--- config.mk ---
export PLATFORM = sky130hd
export DESIGN_NAME = word_tx_serializer
export DESIGN_NICKNAME = d
export VERILOG_FILES = /design/src/rtl/word_tx_serializer_pkg.sv /design/src/rtl/word_tx_serializer_sync_word_fifo.sv /design/src/rtl/word_tx_serializer.sv
export SDC_FILE = /design/constraint.sdc
export NUM_CORES = 1
export LEC_CHECK = 0
export ABC_AREA = 1
export CAP_MARGIN = 20
export CORE_ASPECT_RATIO = 1.5
export CORE_MARGIN = 2
export CORE_UTILIZATION = 59
export DETAILED_ROUTE_END_ITERATION = 8
export PLACE_DENSITY = 0.78
export SYNTH_ARGS = -nofsm -noshare
export SYNTH_HDL_FRONTEND = slang
export SYNTH_SLANG_ARGS = --single-unit
--- constraint.sdc ---
create_clock -name clk -period 3.8 [get_ports clk]
set_input_delay 0.76 -clock clk [delete_from_list [all_inputs] [get_ports clk]]
set_output_delay 0.76 -clock clk [all_outputs]
set_load 0.05 [all_outputs]
--- src/rtl/word_tx_serializer_pkg.sv ---
// word_tx_serializer_pkg: serializer FSM states, word geometry and byte selection helper.
package word_tx_serializer_pkg;
    typedef enum logic [2:0] {IDLE, LOAD, WAIT_IDLE, STROBE, WAIT_BUSY, NEXT} tx_ser_state_t;
    localparam int BYTES_PER_WORD = 4;
    function automatic logic [7:0] pick_byte(input logic [31:0] w, input logic [1:0] idx, input logic msb_first);
        logic [1:0] k;
        k = msb_first ? 2'd3 - idx : idx;
        return w[{k, 3'b000} +: 8];
    endfunction
endpackage

--- src/rtl/word_tx_serializer_sync_word_fifo.sv ---
// sync_word_fifo: single-clock word FIFO with occupancy count and synchronous clear.
module sync_word_fifo #(
    parameter int WIDTH = 32,
    parameter int DEPTH = 4
) (
    input  logic                     clk,
    input  logic                     rst,
    input  logic                     clear,
    input  logic                     push,
    input  logic                     pop,
    input  logic [WIDTH-1:0]         din,
    output logic [WIDTH-1:0]         dout,
    output logic                     full,
    output logic                     empty,
    output logic [$clog2(DEPTH):0]   level
);
    localparam int AW = $clog2(DEPTH);
    logic [WIDTH-1:0] mem [DEPTH];
    logic [AW-1:0] wr_ptr, rd_ptr;
    logic do_push, do_pop;
    assign full = level == (AW+1)'(DEPTH);
    assign empty = level == '0;
    // a pop in the same cycle frees the slot a full FIFO needs for the push
    assign do_push = push && (!full || pop);
    assign do_pop = pop && !empty;
    assign dout = mem[rd_ptr];
    always_ff @(posedge clk or negedge rst) begin
        if (!rst) begin
            wr_ptr <= '0;
            rd_ptr <= '0;
            level <= '0;
        end else if (clear) begin
            wr_ptr <= '0;
            rd_ptr <= '0;
            level <= '0;
        end else begin
            if (do_push) wr_ptr <= wr_ptr + 1'b1;
            if (do_pop) rd_ptr <= rd_ptr + 1'b1;
            level <= level + (AW+1)'(do_push) - (AW+1)'(do_pop);
        end
    end
    always_ff @(posedge clk) begin
        if (do_push && !clear) mem[wr_ptr] <= din;
    end
endmodule

--- src/rtl/word_tx_serializer.sv ---
// word_tx_serializer: queues 32-bit words and feeds them bytewise to the RS232 TX handshake.
module word_tx_serializer
    import word_tx_serializer_pkg::*;
#(
    parameter int DEPTH = 4,
    parameter bit MSB_FIRST = 1
) (
    input  logic                   clk,
    input  logic                   rst,
    input  logic [31:0]            word_in,
    input  logic                   word_valid,
    output logic                   word_ready,
    input  logic                   flush,
    output logic [7:0]             TX,
    output logic                   start_TX,
    input  logic                   TX_ready,
    output logic                   busy,
    output logic                   overflow,
    output logic [$clog2(DEPTH):0] level
);
    tx_ser_state_t state;
    logic [31:0] word_q, head;
    logic [1:0] idx;
    logic discard, full, empty, pop, push;
    assign pop = state == LOAD;
    assign word_ready = !full || pop;
    assign push = word_valid && word_ready && !flush;
    assign busy = !empty || state != IDLE;

    sync_word_fifo #(.WIDTH(32), .DEPTH(DEPTH)) fifo (
        .clk(clk), .rst(rst), .clear(flush), .push(push), .pop(pop),
        .din(word_in), .dout(head), .full(full), .empty(empty), .level(level)
    );

    always_ff @(posedge clk or negedge rst) begin
        if (!rst) begin
            state <= IDLE;
            word_q <= '0;
            idx <= '0;
            discard <= 1'b0;
            TX <= '0;
            start_TX <= 1'b0;
            overflow <= 1'b0;
        end else begin
            start_TX <= 1'b0;
            overflow <= !flush && (overflow || (word_valid && !word_ready));
            case (state)
                IDLE: if (!empty && !flush) state <= LOAD;
                LOAD: begin
                    word_q <= head;
                    idx <= '0;
                    state <= flush ? IDLE : WAIT_IDLE;
                end
                WAIT_IDLE: begin
                    if (flush) state <= IDLE;
                    else if (TX_ready) begin
                        TX <= pick_byte(word_q, idx, MSB_FIRST);
                        start_TX <= 1'b1;
                        state <= STROBE;
                    end
                end
                STROBE: state <= flush ? IDLE : WAIT_BUSY;
                WAIT_BUSY: begin
                    // a flush here lets the accepted byte finish, then drops the rest
                    discard <= TX_ready && (discard || flush);
                    if (!TX_ready) state <= (discard || flush) ? IDLE : NEXT;
                end
                NEXT: begin
                    if (flush) state <= IDLE;
                    else if (idx == 2'(BYTES_PER_WORD - 1)) state <= empty ? IDLE : LOAD;
                    else begin
                        idx <= idx + 2'd1;
                        state <= WAIT_IDLE;
                    end
                end
                default: state <= IDLE;
            endcase
        end
    end
endmodule
==> results.md <==
- The cell with the biggest individual delay on the critical path is clkdlybuf4s50_1.
- The library cell appearing most often on the critical path is nand2_4.
- The cell with the most instances after synthesis is nand2_1.
- The switching share of power is 0.353.
- For this run, the leading register cell type out of synthesis is edfxtp_1.
- The compound-cell area share of the yosys netlist was 0.0589.
- The share of total power dissipated in sequential elements is 0.432.
- The reg-to-reg startpoint is state[2]$_DFFE_PN0P_.
- The antenna cell count is 0.
- The number of rows created at floorplan is 51.
- The number of setup violations in the final report is 0.
- The number of antenna violations at the first check in global routing is 0.
- The total routed wirelength is 15200 um.
- Of the total synthesized cell area, the portion taken by AND, OR, NAND and NOR gates is 0.202.
- Cell internal power was estimated by the tool at 4.03 mW.
- The post-CTS setup buffer count is 0.
- For met3 alone, demand over resource in global routing was 0.0409.
- The kind of end point of the critical path is an output port.
- The area growth from synthesis to layout is 15.9%.
- The number of global-route vias before repair is 5286.
- In this run the remaining antenna-violating nets after routing total 0.
- The first element of the critical path is state[2]$_DFFE_PN0P_.
- The post-synthesis instance total is 727.
- The clock transition at the registers of the reported paths is 0.08 ns.
- No sink is reached through more buffers than the 2 on the longest clock path.
- The initial utilization of the core area, before any placement, comes to 0.598.
- The multiplexer area fraction after synthesis is 0.
- Counting flops with a built-in enable in the synthesized netlist gives 128.
- The number of iterations in the first detailed-routing pass is 5.
- In the post-route analysis, the smallest setup slack over all paths is 0.616 ns.
- In the global route stage, overall resource usage came out at 0.232.
- The leftover overflow at the end of global routing is 0.
- The clock sink count is 183.
- In this run the number of H-tree levels came out at 4.
- The total number of vias is 5135.
- For the worst setup path, the data required time is 3.04 ns.
- The filler cell count in the final layout is 884.
- The max-slew headroom at the worst pin is 0.303.
- Counting flops with an async set or reset pin after synthesis yields a share of 0.301.
- The part of the cycle the worst path needs is 0.838.
- The fraction of final layout cells sized beyond drive strength 1 is 0.0854.
- The portion of synthesized cell area occupied by the leading cell type is 0.501.
- For this design the ratio of total power to cell area is 701 mW/mm^2.
- Yosys printed 0 warnings.
- The number of cells upsized or downsized after cts is 0.
- Across the VDD grid, the largest voltage drop is 0.364 mV.
- The power share of the combinational group is 0.274.
- Setup repair after global routing left no endpoint under its margin.
- The transition at the pin with the smallest max-transition slack is 1.04 ns.
- The final max-slew violation count is 0.
- In this run the static leakage power is 3.66 nW.
- The first global-routing pass estimated 24900 um of wire.
- Counting every net in the synthesized netlist gives 772.
- After the first detailed-routing iteration, the DRC count stood at 328.
- Dividing the synthesized area by the synthesized cell count gives 10.5 um^2.
- The worst hold path belongs to the class in2async.
- The share of total power dissipated in the clock network is 0.294.
- The combinational family with the most area after synthesis is simple AND/OR/NAND/NOR gates.
- On the worst path, the slowest cell contributes a delay of 0.82 ns.
- The region available for standard cell placement spans 0.0128 mm^2.
- The startpoint-to-endpoint class of the critical path is reg2out.
- The floorplan step set the die height to 144 um.
- The accumulated negative setup slack is 0 ns.
- The post-detailed-placement cell area is 0.00823 mm^2.
- Dividing the detail-routed via count by the number of cells gives 5.44.
- In this run the cell area of the synthesized design comes to 0.00767 mm^2.
- The setup slack after placement is 0.926 ns.
- The final setup skew is 0.0128 ns.
- The top fanout value on the critical path is 34.
- The die covers 0.0139 mm^2.
- The clock period could shrink to 3.18 ns.
- The last weighted congestion value of the routability-driven placer is 0.848.
- 52 I/O pins were placed.
- The number of buffers added by the clock tree synthesis step is 17.
- The later pin in the worst-skew pair is clocked with a latency of 0.43 ns.
- Counting flops and latches in the post-synthesis netlist gives 183.
- The net switching component of the power is 2.20 mW.
- In the routed design, unresolved DRC markers number 0.
- The worst setup path is launched from a flop.
- Of the total synthesized cell area, the portion taken by XOR and XNOR cells is 0.00343.
- Entering global routing, the biggest net connects 66 pins.
- After global routing, the most crowded layer is met2.
- The cell type with the highest aggregate area in the netlist is edfxtp_1.
- The run finished with clean final reports.
- Max-cap violations in this run came to 0.
- In this run the horizontal extent of the chip is 97.1 um.
- The finished layout cell area is 0.00888 mm^2.
- The netlist uses 30 different library cells.
- Dividing the detail-routed wire length by the instance count gives 16.1 um.
- The met1 demand-to-capacity share in global routing is 0.255.
- Summed over all nets, the half-perimeter wirelength after detailed placement is 9690 um.
- The highest achievable clock rate is 314 MHz.
- The cell at the root of the clock tree is clkbuf_16.
- The net total in the final layout is 817.
- Of the total synthesized cell area, the portion taken by full adders, half adders and majority gates is 0.0140.
- For this design, the CTS-stage hold fixing added 0 buffers.
- TritonCTS built the clock tree.
- The global routing usage on met2 is 0.430.
- The hold violation total from the final report is 0.
- The data arrival time of the critical path is 2.42 ns.
- The commonest cells after synthesis are 180 x nand2_1, 178 x nor2_1, 128 x edfxtp_1.
- In this run the tool buffered the top-level ports with 51 buffer cells.
- Traced cell by cell, the critical path runs through inv_4, nand2_4, nand2_4, clkdlybuf4s50_1.
- The sequential-to-total area share from yosys stat is 0.681.
- By area the synthesized netlist is led by edfxtp_1 50%, dfrtp_1 18%, nand2_1 8.8%.
==> kinds of logic (layout without fill, tap and decap cells) <==
group,count (synthesis),count (layout)
xor+xnor,3,3
fa+ha+maj,8,8
buf+inv,61,119
flops,183,183
simple gates,383,383
compound gates,89,89
==> state kept, by name (all words and copies together), names as in the netlist <==
register     cells
discard          1
idx              2
start_TX         1
overflow         1
word_q          32
fifo.rd_ptr      2
TX               8
fifo.level       3
state            3
fifo.wr_ptr      2
fifo.mem       128
==> layer usage <==
layer / part of all wire / wire [um] / vias up
li1: - / - / 2490
met1: 0.38 / 5760 / 2474
met5: 0 / 0 / -
met3: 0.043 / 655 / 33
met2: 0.55 / 8300 / 138
met4: 0.029 / 433 / 0
==> power by group through the flow <==
stage	combinational (mW)	clock, mW	sequential (mW)
floorplan	1.10	0	2.84
finish	1.70	1.83	2.69
CTS	1.72	1.86	2.69
detailed placement	1.70	0	2.73
global placement	1.65	0	2.71
global route	1.92	1.94	2.73
==> final timing paths <==
| path | slack (ns) | depth (start not counted) | to |
|---|---|---|---|
| worst max register to register | 1.21 | 11 | fifo.level[2]$_DFF_PN0_ |
| worst max-delay path | 0.62 | 4 | word_ready |
| min in group clk | 0.47 | 2 | TX[5]$_DFFE_PN0P_ |
| max in group asynchronous | 3.03 | 3 | TX[0]$_DFFE_PN0P_ |
| worst min-delay path | 0.13 | 1 | fifo.level[0]$_DFF_PN0_ |
| worst min register to register | 0.47 | 2 | TX[5]$_DFFE_PN0P_ |
==> cell usage in the layout (no fill, tap or decap), types with 4 or more instances in the layout <==
| cell type | netlist | routed |
|---|---|---|
| nand3_1 | 11 | 11 |
| o21ai_0 | 25 | 25 |
| buf_4 | 4 | 8 |
| inv_2 | 8 | 8 |
| inv_6 | 0 | 7 |
| clkdlybuf4s50_1 | 0 | 50 |
| edfxtp_1 | 128 | 128 |
| clkbuf_16 | 0 | 17 |
| o21ai_1 | 59 | 59 |
| dfrtp_1 | 55 | 54 |
| nand2_1 | 180 | 180 |
| nor2_1 | 178 | 174 |
| ha_1 | 7 | 7 |
| inv_1 | 17 | 17 |
| nor2_2 | 0 | 4 |
==> through the flow <==
step	util	std cells	hold slack, ns	total power, mW
floorplan	-	727	0.444	3.94
global placement	0.642	911	0.458	4.37
detailed placement	0.642	911	0.458	4.43
CTS	0.691	943	0.476	6.27
global route	0.693	944	0.127	6.58
finish	0.693	944	0.133	6.23
==> worst max-delay path, delay by kind of cell, from the launching register on <==
family / cells / cell delay (ns)
buffers and inverters: 2 / 0.97
DFF: 1 / 0.59
and+or+nand+nor: 2 / 0.43
==> area by class of cell <==
type,instances,area [um^2],area share
flip-flops and latches,183,5220,0.588
multi-input cells,483,2140,0.241
repair buffers,60,586,0.0659
clock buffers,17,425,0.0479
clock inverters,15,204,0.0230
well taps,159,199,0.0224
inverters,27,106,0.0120
(Power assumes the default switching activity.)
